$ cat src/rtl/demux_pkg.sv
// demux_pkg
//   Shared constants and types for the 1-to-9 stream demultiplexer.
//   DEMUX_NUM_CH  number of output channels (fixed at 9)
//   DEMUX_SEL_W   select width, 2**DEMUX_SEL_W >= DEMUX_NUM_CH
//   DEMUX_DATA_W  data word width
//   demux_word_t  one data word
package demux_pkg;

  localparam int DEMUX_NUM_CH = 9;
  localparam int DEMUX_SEL_W  = 4;
  localparam int DEMUX_DATA_W = 16;

  typedef logic [DEMUX_DATA_W-1:0] demux_word_t;

endpackage

$ cat src/rtl/demux_ch_reg.sv
// demux_ch_reg
//   One-entry valid/ready output register for a single demux channel.
//   A load always wins. If the consumer takes the current word in the same
//   cycle, the register is refilled and valid stays high.
// Ports
//   clk    in   clock, rising edge
//   rst    in   asynchronous active-high reset
//   load   in   capture din this cycle
//   din    in   word to capture
//   ready  in   consumer ready
//   data   out  held word
//   valid  out  held word is valid
module demux_ch_reg
  import demux_pkg::*;
(
  input  logic        clk,
  input  logic        rst,
  input  logic        load,
  input  demux_word_t din,
  input  logic        ready,
  output demux_word_t data,
  output logic        valid
);

  // When no load occurs, data keeps its last value after the word is consumed.
  always_ff @(posedge clk or posedge rst) begin
    if (rst) begin
      data  <= '0;
      valid <= 1'b0;
    end else if (load) begin
      data  <= din;
      valid <= 1'b1;
    end else if (ready) begin
      valid <= 1'b0;
    end
  end

endmodule

$ cat src/rtl/demux_1to9_stream.sv
// demux_1to9_stream
//   Routes one input word stream to one of nine output channels, chosen per
//   word by s_sel. Each channel has its own one-entry register. Words with a
//   select outside 0..8 are consumed, dropped and flagged in err.
//   Optional macro DEMUX_DROP_CNT_EN builds a saturating counter of dropped
//   words. Without the macro, drop_cnt is tied to zero.
// Ports
//   clk        in   clock, rising edge
//   rst        in   asynchronous active-high reset
//   s_data     in   input word
//   s_sel      in   destination channel
//   s_valid    in   input word valid
//   s_ready    out  input word accepted when s_valid && s_ready
//   out_data   out  channel k at [k*DATA_W +: DATA_W]
//   out_valid  out  per-channel valid
//   out_ready  in   per-channel consumer ready
//   err        out  sticky flag: an invalid select was dropped
//   err_clr    in   synchronous clear of err (and of drop_cnt)
//   drop_cnt   out  saturating count of dropped words
module demux_1to9_stream
  import demux_pkg::*;
#(
  parameter int DATA_W = DEMUX_DATA_W,
  parameter int NUM_CH = DEMUX_NUM_CH,
  parameter int SEL_W  = DEMUX_SEL_W,
  parameter int CNT_W  = 8
) (
  input  logic                     clk,
  input  logic                     rst,
  input  logic [DATA_W-1:0]        s_data,
  input  logic [SEL_W-1:0]         s_sel,
  input  logic                     s_valid,
  output logic                     s_ready,
  output logic [NUM_CH*DATA_W-1:0] out_data,
  output logic [NUM_CH-1:0]        out_valid,
  input  logic [NUM_CH-1:0]        out_ready,
  output logic                     err,
  input  logic                     err_clr,
  output logic [CNT_W-1:0]         drop_cnt
);

  localparam int SEL_RANGE = 2**SEL_W;
  localparam logic [SEL_W-1:0] NUM_CH_SEL = SEL_W'(NUM_CH);

  logic [NUM_CH-1:0]    free;
  logic [SEL_RANGE-1:0] free_ext;
  logic                 sel_ok;
  logic                 accept;
  logic                 drop;

  // A channel can take a word if it is empty or its word leaves this cycle.
  // The free vector is padded to the full select range so that out-of-range
  // selects index a defined bit. Those bits are masked by sel_ok.
  assign free     = ~out_valid | out_ready;
  assign free_ext = {{(SEL_RANGE-NUM_CH){1'b0}}, free};
  assign sel_ok   = (s_sel < NUM_CH_SEL);
  assign s_ready  = sel_ok ? free_ext[s_sel] : 1'b1;
  assign accept   = s_valid && s_ready;
  assign drop     = accept && !sel_ok;

  for (genvar k = 0; k < NUM_CH; k++) begin : g_ch
    demux_ch_reg u_ch (
      .clk   (clk),
      .rst   (rst),
      .load  (accept && (s_sel == SEL_W'(k))),
      .din   (s_data),
      .ready (out_ready[k]),
      .data  (out_data[k*DATA_W +: DATA_W]),
      .valid (out_valid[k])
    );
  end

  // Setting the error flag takes priority over clearing it.
  always_ff @(posedge clk or posedge rst) begin
    if (rst) begin
      err <= 1'b0;
    end else if (drop) begin
      err <= 1'b1;
    end else if (err_clr) begin
      err <= 1'b0;
    end
  end

`ifdef DEMUX_DROP_CNT_EN
  logic [CNT_W-1:0] cnt;

  // A drop together with err_clr restarts the count at one.
  always_ff @(posedge clk or posedge rst) begin
    if (rst) begin
      cnt <= '0;
    end else if (drop) begin
      if (err_clr) begin
        cnt <= CNT_W'(1);
      end else if (cnt != {CNT_W{1'b1}}) begin
        cnt <= cnt + CNT_W'(1);
      end
    end else if (err_clr) begin
      cnt <= '0;
    end
  end

  assign drop_cnt = cnt;
`else
  assign drop_cnt = '0;
`endif

endmodule

$ cat config.mk
export PLATFORM = sky130hd
export DESIGN_NAME = demux_1to9_stream
export DESIGN_NICKNAME = d
export VERILOG_FILES = /design/src/rtl/demux_pkg.sv /design/src/rtl/demux_ch_reg.sv /design/src/rtl/demux_1to9_stream.sv
export SDC_FILE = /design/constraint.sdc
export NUM_CORES = 1
export LEC_CHECK = 0
export ABC_CLOCK_PERIOD_IN_PS = 5200
export BUFFER_PORTS_ARGS = -buffer_cell sky130_fd_sc_hd__buf_2
export CAP_MARGIN = 20
export CORE_MARGIN = 1.5
export CORE_UTILIZATION = 51
export CTS_BUF_LIST = sky130_fd_sc_hd__clkbuf_16
export DETAILED_ROUTE_END_ITERATION = 12
export PLACE_DENSITY = 0.88
export SYNTH_ARGS = -nofsm -noshare
export SYNTH_HDL_FRONTEND = slang
export SYNTH_SLANG_ARGS = --single-unit
$ cat constraint.sdc
create_clock -name clk -period 5.2 [get_ports clk]
set_input_delay 0.52 -clock clk [delete_from_list [all_inputs] [get_ports clk]]
set_output_delay 0.52 -clock clk [all_outputs]
set_load 0.02 [all_outputs]
# After elaboration in Yosys (flattened, before gate mapping)
# Cells that the tools add are included.
# word_totals
out_inout_bits	163
word_cells	77
regBits	154
# op_classes
n_lt_le_gt_ge	2
eq_ne	8
n_mux	23
bitwise_logic	2
n_reduce_logical	23
# ops
cell	n
1-bit two-way mux	22
2-bit nonzero test	10
4-bit by 3-bit == test with 1-bit output (second input constant)	4
1-bit logical AND	11
9-bit inverter	1
9-bit OR	1
4-bit by 2-bit == test with 1-bit output (second input constant)	2
4-bit by 5-bit < comparator with 1-bit output (second input constant)	1
1-bit binary-select mux with 4-bit select	1
4-bit by 1-bit == test with 1-bit output (second input constant)	1
4-bit == test (second input constant)	1
4-bit logical NOT	1
4-bit < comparator (second input constant)	1
1-bit logical NOT	1

# Longest topological paths before layout
# Gate-level depths: netlist of the first run.
# depth
word_depth	8
depth_mapped	7

# Cells and area by module
# Synthesis of the first run repeated with hierarchy kept, for this count alone.
# unflattened
cells_unflattened	391
hier_area_um2	6552.5
# modules_own_cells
module	seq_area_each_um2	n_inst	cells_each	area_per_inst_um2
demux_ch_reg	425.4	9	38	686.9
demux_1to9_stream	25.0	1	49	370.4

# Worst setup path after synthesis of the first run
# OpenSTA, ideal clock, no wires.
# synth_path
path_type	input -> output
start	input s_sel[0]
end	output s_ready
n_path_buf	1
required_time_ns	4.680
arrival_time_ns	1.599
setup_slack_ns	3.081
stages	5
cell_sequence	buf_6 nand3b_1 o21ai_0 mux4_2 a21oi_1
# synth_between
elab_chain_len	3
# synth_lines
item	line	rtl
from (decl)	demux_1to9_stream.sv:31	input logic [SEL_W-1:0] s_sel,
1-bit binary-select mux with 4-bit select	demux_1to9_stream.sv:57	assign s_ready = sel_ok ? free_ext[s_sel] : 1'b1;
1-bit two-way mux (implied by the code)	demux_1to9_stream.sv:57	
1-bit two-way mux (*)	demux_1to9_stream.sv:57	
to (decl)	demux_1to9_stream.sv:33	output logic s_ready,
# Every way passes the cells marked *; elsewhere a longest branch is shown, timed or not. The select of a mux whose other input is x is not followed.

# Final worst setup path of the first run
# layout_path
start	register g_ch[6].u_ch.valid
end	output s_ready
# layout_between
elab_chain_len	5
# layout_lines
item	line	rtl
from (decl)	demux_ch_reg.sv:22	output logic valid
from (signal assigned)	demux_ch_reg.sv:29	valid <= 1'b0;
from (signal assigned)	demux_ch_reg.sv:32	valid <= 1'b1;
from (signal assigned)	demux_ch_reg.sv:34	valid <= 1'b0;
9-bit inverter	demux_1to9_stream.sv:54	assign free = ~out_valid | out_ready;
9-bit OR	demux_1to9_stream.sv:54	
1-bit binary-select mux with 4-bit select	demux_1to9_stream.sv:57	
1-bit two-way mux (implied by the code)	demux_1to9_stream.sv:57	
1-bit two-way mux	demux_1to9_stream.sv:57	
# No other way between the ends. The select of a mux whose other input is x is not followed.

==> results of run 1 <==
[layer usage]
layer / routed length (um) / global-route usage [%]
met4: 284 / 8.83
met3: 1000 / 8.13
met2: 7000 / 37.8
met5: 0 / 0
met1: 6160 / 29.2
[area by class of cell]
class	count	area, um2
Clock buffer	17	425
Clock inverter	15	154
Fill cell	881	4260
Inverter	7	31.3
Multi-Input combinational cell	195	2130
Sequential cell	154	3850
Tap cell	147	184
Timing Repair Buffer	190	978
[worst paths after layout]
kind	depth (start not counted)	to	slack, ps
max reg2reg	3	g_ch[5].u_ch.data[0]	3270
max	5	s_ready	2720
min	2	g_ch[2].u_ch.valid	100
min in group clk	2	err	320
max in group asynchronous	3	g_ch[2].u_ch.data[9]	4290
min reg2reg	1	g_ch[3].u_ch.data[1]	490
[power by group]
group          internal, mW  leakage [nW]  total (mW)  switching (mW)
registers              1.46          1.90        1.61           0.143
clock network         0.745         0.286        1.22           0.471
logic                 0.421          1.77        1.01           0.593
total                  2.63          3.95        3.84            1.21
[synthesized netlist by cell type]
master / number
sky130_fd_sc_hd__and2b_1: 1
sky130_fd_sc_hd__mux2_1: 4
sky130_fd_sc_hd__nand3b_1: 1
sky130_fd_sc_hd__or2_2: 1
sky130_fd_sc_hd__conb_1: 1
sky130_fd_sc_hd__mux2_2: 104
sky130_fd_sc_hd__buf_6: 8
sky130_fd_sc_hd__buf_8: 2
sky130_fd_sc_hd__mux2i_1: 3
sky130_fd_sc_hd__a21oi_1: 1
sky130_fd_sc_hd__mux2_4: 36
sky130_fd_sc_hd__dfrtp_1: 154
sky130_fd_sc_hd__o21ai_0: 1
sky130_fd_sc_hd__and3b_1: 1
sky130_fd_sc_hd__nor2_1: 1
sky130_fd_sc_hd__and3_2: 1
sky130_fd_sc_hd__o22ai_1: 1
sky130_fd_sc_hd__nor3b_4: 2
sky130_fd_sc_hd__mux4_2: 1
sky130_fd_sc_hd__and4_2: 1
sky130_fd_sc_hd__and2b_2: 1
sky130_fd_sc_hd__and3_1: 1
sky130_fd_sc_hd__buf_12: 1
sky130_fd_sc_hd__nand3_2: 4
sky130_fd_sc_hd__buf_4: 20
sky130_fd_sc_hd__inv_1: 7
sky130_fd_sc_hd__o2111a_1: 1
sky130_fd_sc_hd__nand2b_1: 8
sky130_fd_sc_hd__o211a_1: 1
sky130_fd_sc_hd__nor3_4: 1
sky130_fd_sc_hd__nor2b_2: 1
sky130_fd_sc_hd__nand2_1: 9
[logic make-up after synthesis]
group,synth area share [%]
multiplexers,28.8
other,0.0598
buffers and inverters,5.05
AND/OR/NAND/NOR,4.03
AO/OA/AOI/OAI,0.598
flip-flops,61.4
[flip-flops by register name (all words and copies together), names as in the netlist]
| register | cells |
|---|---|
| err | 1 |
| g_ch.u_ch.data | 144 |
| g_ch.u_ch.valid | 9 |
==> impl_metrics.ini, run 1 <==
[run_status]
run_status = completed

[synth]
yosys_warnings = 0
synth.lib_cells_used.distinct = 32
per_instance_average_area_after_synthesis_um2 = 16.5
synth.cell_area_um2 = 6270
synth-seq-area-share_pct = 61.4
netlist.top_cell.by_area = sky130_fd_sc_hd__dfrtp_1
synth_top_area_share_pct = 61.4
synth_area_leaders = sky130_fd_sc_hd__dfrtp_1 (61%), sky130_fd_sc_hd__mux2_2 (19%), sky130_fd_sc_hd__mux2_4 (8.6%)
syn_inst = 380
post_synthesis_register_bit_count = 154

[critical_path]
critical-path-slowest-cell = sky130_fd_sc_hd__mux4_2
crit_chain = nand2b_1, mux2i_1, mux4_2, a21oi_1, buf_2
critPathArrivalTime_ps = 1960
cp_num_buf_inv = 1
critical-path-max-stage-delay_ps = 480
worst_setup_path_end_kind = primary output
critical_path_peak_fanout = 3
critPathTopFamily = multiplexers
worstSetupPathType = reg -> out
crit_path_launch = g_ch[6].u_ch.valid
timing.rr.start = g_ch[5].u_ch.valid
cp-start-kind = flop
required_ps = 4680

[pwr]
totalPowerFinal_mw = 3.84
leakage_dissipation_nw = 3.95
cellPowerDensity_nw_per_um2 = 495
max-vdd-ir-drop_mv = 0.255

[finish]
finish.cell_count_without_fillers = 725
diodes_inserted = 0
nNetsFinal = 598
layout.cells.most_common = sky130_fd_sc_hd__buf_2
final_core_utilization_pct = 64.6
finalInstanceArea_um2 = 7760
area_growth_syn_to_layout_pct = 23.6
final_cell_mix = sky130_fd_sc_hd__buf_2 (187), sky130_fd_sc_hd__dfrtp_1 (154), sky130_fd_sc_hd__mux2_2 (104)
post_route_cells_drive_above_1_share_pct = 64.0

[clock_network]
tritoncts = yes
clock_sinks = 154
clkTransAtPathRegs_ps = 60
holdBufCountCts = 0
post-cts-setup-buffers = 0
post_cts_resized = 0
htree_num_levels = 4
insertion_delay_ps = 420
cts.root.buffer_cell = sky130_fd_sc_hd__clkbuf_16
cts_max_path_buffers = 2
number_of_clock_buffers_inserted_by_tritoncts = 17

[global_routing]
grt_start_max_net_pins = 117
grt-ovfl-total = 0
grt_first_pass_wirelength_um = 22500
vias_in_the_first_global_route = 3972
number_of_antenna_violations_at_the_first_check_in_global_routing = 0
grt_use_total_pct = 23.4

[sta]
finalSetupViolCount = 0
min_period_over_period_pct = 47.7
remaining_max_slew_budget_at_the_tightest_pin_pct = 30.5
rsz0062_at_grt = no
report.final.hold_viol_count = 0
min_period_ps = 2480
tns_ps = 0
finalMaxSlewViolations = 0
clock-skew-final_ps = 6.96
worst_slack_ps = 2720
hold-worst-slack_ps = 104
fmax_mhz = 403
timing_worst_slew_pin_value_ps = 1040

[die]
initial_core_util_pct = 52.2
ioPinCount = 196
dieWidth_um = 114
dieHeight_um = 114
total_die_area_um2 = 13000
rows = 40
core_region_area_um2 = 12000

[run]
timing.max_cap.violations = 0

[placement]
place_area_um2 = 7150
io_buffers = 187
dp_hpwl_um = 9730
place_congestion = 0.867
numPlacedInstances = 692
post-place-ws_ps = 2760

[drt]
postRouteWirelength_um = 14500
firstDrtPassIters = 4
vias = 3832
initialDrtViolationCount = 186
drt.antenna.violating_nets = 0
routedWlPerCell_um = 19.9
detail_routed_via_count_per_cell = 5.29
drc_errors = 0

[hold_path]
hp-class = in -> async
Note: power is estimated with default switching activity, not from simulation.
==> inputs of run 2 (changes only) <==
- ABC_AREA: unset -> 1
- ABC_CLOCK_PERIOD_IN_PS: 5200 -> 2550
- CORE_UTILIZATION: 51 -> 52
- clock period: 5.2 -> 2.55 ns (I/O delays scaled with it)
==> impl_metrics.ini, run 2 <==
[clock_network]
insertion_delay_ps = 420
number_of_clock_buffers_inserted_by_tritoncts = 17
clock_sinks = 154
clkTransAtPathRegs_ps = 60
cts_max_path_buffers = 2
htree_num_levels = 4
post_cts_resized = 0
cts.root.buffer_cell = sky130_fd_sc_hd__clkbuf_16
tritoncts = yes
holdBufCountCts = 1
post-cts-setup-buffers = 0

[synth]
count_of_flip_flops_with_a_built_in_enable_after_synthesis = 0
netlist.top_cell.by_area = sky130_fd_sc_hd__dfrtp_1
synth.lib_cells_used.distinct = 20
yosys_warnings = 0
per_instance_average_area_after_synthesis_um2 = 8.87
synth-seq-area-share_pct = 57.7
ys_dominant_reg_cell = sky130_fd_sc_hd__dfrtp_1
ys_async_sr_fraction_pct = 100
post_synthesis_register_bit_count = 154
synth.cell_area_um2 = 6670
synth.most_common_cell = sky130_fd_sc_hd__nand2_1
syn_inst = 752
synth_area_leaders = sky130_fd_sc_hd__dfrtp_1 (58%), sky130_fd_sc_hd__nand2_1 (18%), sky130_fd_sc_hd__nand4_1 (13%)
synth_common_cells = sky130_fd_sc_hd__nand2_1 (315), sky130_fd_sc_hd__dfrtp_1 (154), sky130_fd_sc_hd__nand4_1 (144), sky130_fd_sc_hd__clkbuf_1 (34), sky130_fd_sc_hd__buf_4 (24)
synth_top_area_share_pct = 57.7

[die]
rows = 41
dieHeight_um = 116
total_die_area_um2 = 13500
ioPinCount = 196
dieWidth_um = 116
core_region_area_um2 = 12600
initial_core_util_pct = 53.1

[sta]
clock-skew-final_ps = 10.3
finalMaxSlewViolations = 0
finalSetupViolCount = 0
min_period_ps = 2210
timing_worst_slew_pin_value_ps = 642
report.final.hold_viol_count = 0
tns_ps = 0
fmax_mhz = 452
remaining_max_slew_budget_at_the_tightest_pin_pct = 57.2
rsz0062_at_grt = no
min_period_over_period_pct = 86.7

[pwr]
pwr-share-clk_pct = 32.8
max-vdd-ir-drop_mv = 0.531
p_sw_share_pct = 33.8
sequential_share_of_power_pct = 42.7
totalPowerFinal_mw = 7.58
cellPowerDensity_nw_per_um2 = 923
cellInternalPower_mw = 5.02
power.net_switching_mw = 2.56
leakage_dissipation_nw = 4.67
p_comb_share_pct = 24.5

[global_routing]
grt_use_total_pct = 30.5
grt_start_max_net_pins = 82
vias_in_the_first_global_route = 5571
grt_first_pass_wirelength_um = 30600
grt-ovfl-total = 0
number_of_antenna_violations_at_the_first_check_in_global_routing = 2

[run_status]
run_status = completed

[critical_path]
crit_top_cell = sky130_fd_sc_hd__nand2_1
cp-start-kind = flop
timing.rr.start = g_ch[5].u_ch.valid
worst_setup_path_end_kind = primary output
ff2ff_setup_slack_ps = 460
crit_chain = nand2_1, nor2_1, nor2_1, nand2_1, nand2_1, nand3_1, nand2_4, buf_2
reg2regPathDepth = 10
cp_num_buf_inv = 1
crit-reg2reg-capture = g_ch[3].u_ch.data[9]
critPathTopFamily = simple AND/OR/NAND/NOR gates
critical_path_peak_fanout = 38
critPathArrivalTime_ps = 1960
required_ps = 2300
critical-path-slowest-cell = sky130_fd_sc_hd__dfrtp_1
worstSetupPathType = reg -> out
critical-path-max-stage-delay_ps = 380

[finish]
layout.cells.most_common = sky130_fd_sc_hd__nand2_1
nNetsFinal = 938
max_flop_register = g_ch.u_ch.data
area_growth_syn_to_layout_pct = 23.0
final_core_utilization_pct = 65.3
largest_reg_flops = 144
finish.cell_count_without_fillers = 1091
post_route_cells_drive_above_1_share_pct = 27.5
final_cell_mix = sky130_fd_sc_hd__nand2_1 (315), sky130_fd_sc_hd__buf_2 (186), sky130_fd_sc_hd__dfrtp_1 (154)
top_flop_regs = g_ch.u_ch.data x144, g_ch.u_ch.valid x9, err x1

[drt]
drc_errors = 0
firstDrtPassIters = 5
postRouteWirelength_um = 20000
detail_routed_via_count_per_cell = 5.63
vias = 6145
routedWlPerCell_um = 18.3
drt.antenna.violating_nets = 0
initialDrtViolationCount = 762

[hold_path]
hp-class = in -> reg
hp_start = out_ready[8]
worstHoldPathCells = 2
worst_hold_path.endpoint = g_ch[8].u_ch.valid

[placement]
numPlacedInstances = 1057
dp_hpwl_um = 12900
io_buffers = 187
place_congestion = 0.780

[run]
timing.max_cap.violations = 0
==> run 2: changes by cell type after synthesis, sizes merged, moves of 2 or more <==
cell	previous run	this run
nand4	0	144
nand2	9	317
nor3b	2	0
nand2b	8	0
mux2	144	0
and3	2	0
clkbuf	0	34
buf	31	50
and2b	2	0
mux2i	3	0
nor2	1	19
inv	7	17
nand3	4	12
==> run 2: power groups by stage <==
stage	sequential [mW]	combinational, mW	clock [mW]
floorplan	3.84	0.545	0
global placement	3.26	1.80	0
detailed placement	3.26	1.86	0
CTS	3.23	1.86	2.51
global route	3.28	2.04	2.63
finish	3.24	1.86	2.49
==> run 2: worst max-delay path by stage <==
stage                                 end  slack [ps]  depth (start not counted)               start
floorplan                             err         350                          1                 rst
global placement    g_ch[0].u_ch.data[10]         480                         12            s_sel[0]
detailed placement   g_ch[2].u_ch.data[2]         430                         12            s_sel[0]
CTS                               s_ready         350                          8  g_ch[5].u_ch.valid
global route                      s_ready         180                          8  g_ch[3].u_ch.valid
finish                            s_ready         340                          8  g_ch[5].u_ch.valid
==> run 2: routing by layer <==
layer	part of all wire [%]	global-route usage, %	wire [um]	vias up
li1	-	-	-	2805
met4	2.7	12.3	545	2
met5	0.050	0	10	-
met1	41	42.3	8220	2956
met2	47	46.4	9380	335
met3	9.2	7.63	1850	47
==> run 2: metrics by stage <==
step	cell area (um2)	hold WS, ps	setup WS, ps
final	8210	23.3	339
after global routing	8210	9.64	180
after CTS	8210	8.83	347
after detailed placement	7610	431	426
after global placement	7610	428	480
after floorplan	6700	336	350
==> run 2: final cells by class <==
type | instances | area (um2)
multi-input cells | 504 | 2340
well taps | 172 | 215
flip-flops and latches | 154 | 3850
clock buffers | 17 | 425
inverters | 17 | 67.6
fillers | 1036 | 4360
repair buffers | 211 | 1150
diodes | 1 | 2.50
clock inverters | 15 | 158
==> run 2: kinds of logic after synthesis <==
| family | count (synthesis) | share of synthesized area, % |
|---|---|---|
| flip-flops | 154 | 57.7 |
| AO/OA/AOI/OAI | 3 | 0.244 |
| other | 1 | 0.0562 |
| buffers and inverters | 101 | 7.57 |
| AND/OR/NAND/NOR | 493 | 34.4 |
==> inputs of run 3 (changes only) <==
- CORE_UTILIZATION: 52 -> 51
- PLACE_DENSITY: 0.88 -> 0.87
- SYNTH_HIERARCHICAL: unset -> 1
==> impl_metrics.ini, run 3 <==
[run_status]
run_status = completed

[synth]
per_instance_average_area_after_synthesis_um2 = 8.81
synth_common_cells = sky130_fd_sc_hd__nand2_1 (446), sky130_fd_sc_hd__dfrtp_1 (154), sky130_fd_sc_hd__inv_1 (35), sky130_fd_sc_hd__nand2_2 (29), sky130_fd_sc_hd__nor2_1 (19)
synthMuxAreaShare_pct = 0
post_synthesis_register_bit_count = 154
synth_xor_area_share_pct = 0
netlist.top_cell.by_area = sky130_fd_sc_hd__dfrtp_1
synth_simple_gate_area_share_pct = 30.4
synth-compound-area-share_pct = 0.173
synth.lib_cells_used.distinct = 19
synth-seq-area-share_pct = 59.3
ys_async_sr_fraction_pct = 100
syn_inst = 738
synth.most_common_cell = sky130_fd_sc_hd__nand2_1
ys_dominant_reg_cell = sky130_fd_sc_hd__dfrtp_1
synth_area_leaders = sky130_fd_sc_hd__dfrtp_1 (59%), sky130_fd_sc_hd__nand2_1 (26%), sky130_fd_sc_hd__nand2_2 (2.8%)
yosys_warnings = 6
largest_family_of_logic_cells_by_synthesized_area = simple AND/OR/NAND/NOR gates
count_of_flip_flops_with_a_built_in_enable_after_synthesis = 0
synth_top_area_share_pct = 59.3
synth_fa_ha_area_share_pct = 0
synth.cell_area_um2 = 6500

[drt]
vias = 5398
met3_wirelength_um = 1150
dr_wl_met2_um = 8610
firstDrtPassIters = 5
detail_routed_via_count_per_cell = 4.86
drt-met1-wl_um = 7630
drc_errors = 0
top_layer_used = met4
postRouteWirelength_um = 18000
routedWlPerCell_um = 16.2
initialDrtViolationCount = 500
drt.antenna.violating_nets = 0

[critical_path]
cp-start-kind = flop
worstSetupPathType = reg -> reg
required_ps = 2860
critical_path_peak_fanout = 17
worst_setup_path_end_kind = flop
critPathArrivalTime_ps = 2410
ff2ff_setup_slack_ps = 450

[placement]
io_buffers = 187
dp_hpwl_um = 12000
place_congestion = 0.823

[finish]
post_route_cells_drive_above_1_share_pct = 28.3
nFillCells = 1088
layout.cells.most_common = sky130_fd_sc_hd__nand2_1
final_cell_mix = sky130_fd_sc_hd__nand2_1 (446), sky130_fd_sc_hd__buf_2 (187), sky130_fd_sc_hd__dfrtp_1 (154)
max_flop_register = g_ch.u_ch/data
nNetsFinal = 958
area_growth_syn_to_layout_pct = 22.5
final_core_utilization_pct = 63.6
largest_reg_flops = 144
top_flop_regs = g_ch.u_ch/data x144, g_ch.u_ch/valid x9, err x1

[die]
core_region_area_um2 = 12500
ioPinCount = 196
initial_core_util_pct = 51.9
rows = 41
dieHeight_um = 116
dieWidth_um = 116
total_die_area_um2 = 13400

[clock_network]
post_cts_resized = 0
post-cts-setup-buffers = 0
number_of_clock_buffers_inserted_by_tritoncts = 17
holdBufCountCts = 1
clkTransAtPathRegs_ps = 60
clock_sinks = 154
tritoncts = yes
insertion_delay_ps = 420
cts_max_path_buffers = 2
htree_num_levels = 4
cts.root.buffer_cell = sky130_fd_sc_hd__clkbuf_16

[sta]
min_period_ps = 2100
min_period_over_period_pct = 82.3
fmax_mhz = 476
finalSetupViolCount = 0
tns_ps = 0
remaining_max_slew_budget_at_the_tightest_pin_pct = 44.1
rsz0062_at_grt = no
finalMaxSlewViolations = 0
clock-skew-final_ps = 9.79
report.final.hold_viol_count = 0
timing_worst_slew_pin_value_ps = 838

[global_routing]
vias_in_the_first_global_route = 4952
grt_start_max_net_pins = 18
grt-ovfl-total = 0
grt_first_pass_wirelength_um = 27000
grt_use_total_pct = 27.8
number_of_antenna_violations_at_the_first_check_in_global_routing = 1

[pwr]
max-vdd-ir-drop_mv = 0.497
leakage_dissipation_nw = 4.80
cellPowerDensity_nw_per_um2 = 963

[run]
timing.max_cap.violations = 0

[hold_path]
hp-class = in -> reg
==> run 3: changes by cell type in the layout (fill, tap and decap cells not counted), sizes merged <==
| cell | change |
|---|---|
| nand2 | +159 |
| clkinvlp | -3 |
| nor3 | -1 |
| nand3 | -8 |
| bufinv | +2 |
| nand3b | +1 |
| nand4 | -144 |
| inv | +29 |
| nor2 | +1 |
| o21ai | -1 |
| buf | -15 |
==> run 3: final timing paths <==
path	to	cells past startpoint	from
max in group asynchronous	g_ch[8].u_ch/data[9]	3	rst
min in group asynchronous	err	3	rst
worst max-delay path	g_ch[0].u_ch/data[2]	12	g_ch[2].u_ch/valid
worst min-delay path	err	2	err_clr
worst max register to register	g_ch[0].u_ch/data[2]	12	g_ch[2].u_ch/valid
worst min register to register	g_ch[0].u_ch/data[0]	2	g_ch[0].u_ch/data[0]
==> run 3: per-layer routing <==
layer  GRT usage (%)  up-vias
li1                -     2557
met1            36.8     2563
met2            44.8      241
met3            5.28       37
met4            12.7        0
met5               0        -
==> run 3: kinds of logic after synthesis <==
| kind of cell | count (synthesis) |
|---|---|
| other cells | 1 |
| flops | 154 |
| simple gates | 501 |
| buf+inv | 80 |
| compound gates | 2 |
==> run 3: critical path, cell delays in order, from the launching register on <==
cell	delay, ps
sky130_fd_sc_hd__dfrtp_1	390
sky130_fd_sc_hd__nand2_1	120
sky130_fd_sc_hd__nor2_1	60
sky130_fd_sc_hd__nor2_1	100
sky130_fd_sc_hd__nand2_1	60
sky130_fd_sc_hd__nand2_1	60
sky130_fd_sc_hd__nand3_2	60
sky130_fd_sc_hd__nand2_2	90
sky130_fd_sc_hd__nand2_4	90
sky130_fd_sc_hd__nor2_2	650
sky130_fd_sc_hd__inv_8	130
sky130_fd_sc_hd__nand2_1	110
sky130_fd_sc_hd__nand2_1	50
==> run 3: layout make-up <==
type,count,area [um2],share of cell area [%]
Timing Repair Buffer,196,1010,12.6
Antenna cell,1,2.50,0.0314
Inverter,45,236,2.97
Clock inverter,15,208,2.61
Tap cell,172,215,2.70
Sequential cell,154,3850,48.4
Clock buffer,17,425,5.34
Multi-Input combinational cell,511,2020,25.3
==> run 3: through the flow <==
| stage | cells | hold slack (ps) | worst slack (ps) | cell area (um2) | power, mW |
|---|---|---|---|---|---|
| after global routing | 1111 | 41.2 | 231 | 7970 | 8.03 |
| final | 1111 | 57.3 | 451 | 7970 | 7.67 |
| after floorplan | 745 | -16.3 | 837 | 6530 | 4.28 |
| after detailed placement | 1077 | 229 | 454 | 7320 | 5.01 |
| after CTS | 1110 | 42.3 | 463 | 7960 | 7.71 |
| after global placement | 1076 | 233 | 197 | 7310 | 4.95 |
==> run 3: where the power goes <==
group / total, mW / leakage [nW] / internal, mW / switching (mW)
combinational: 1.76 / 2.53 / 0.548 / 1.21
sequential: 3.22 / 1.97 / 2.92 / 0.298
clock: 2.69 / 0.310 / 1.72 / 0.973
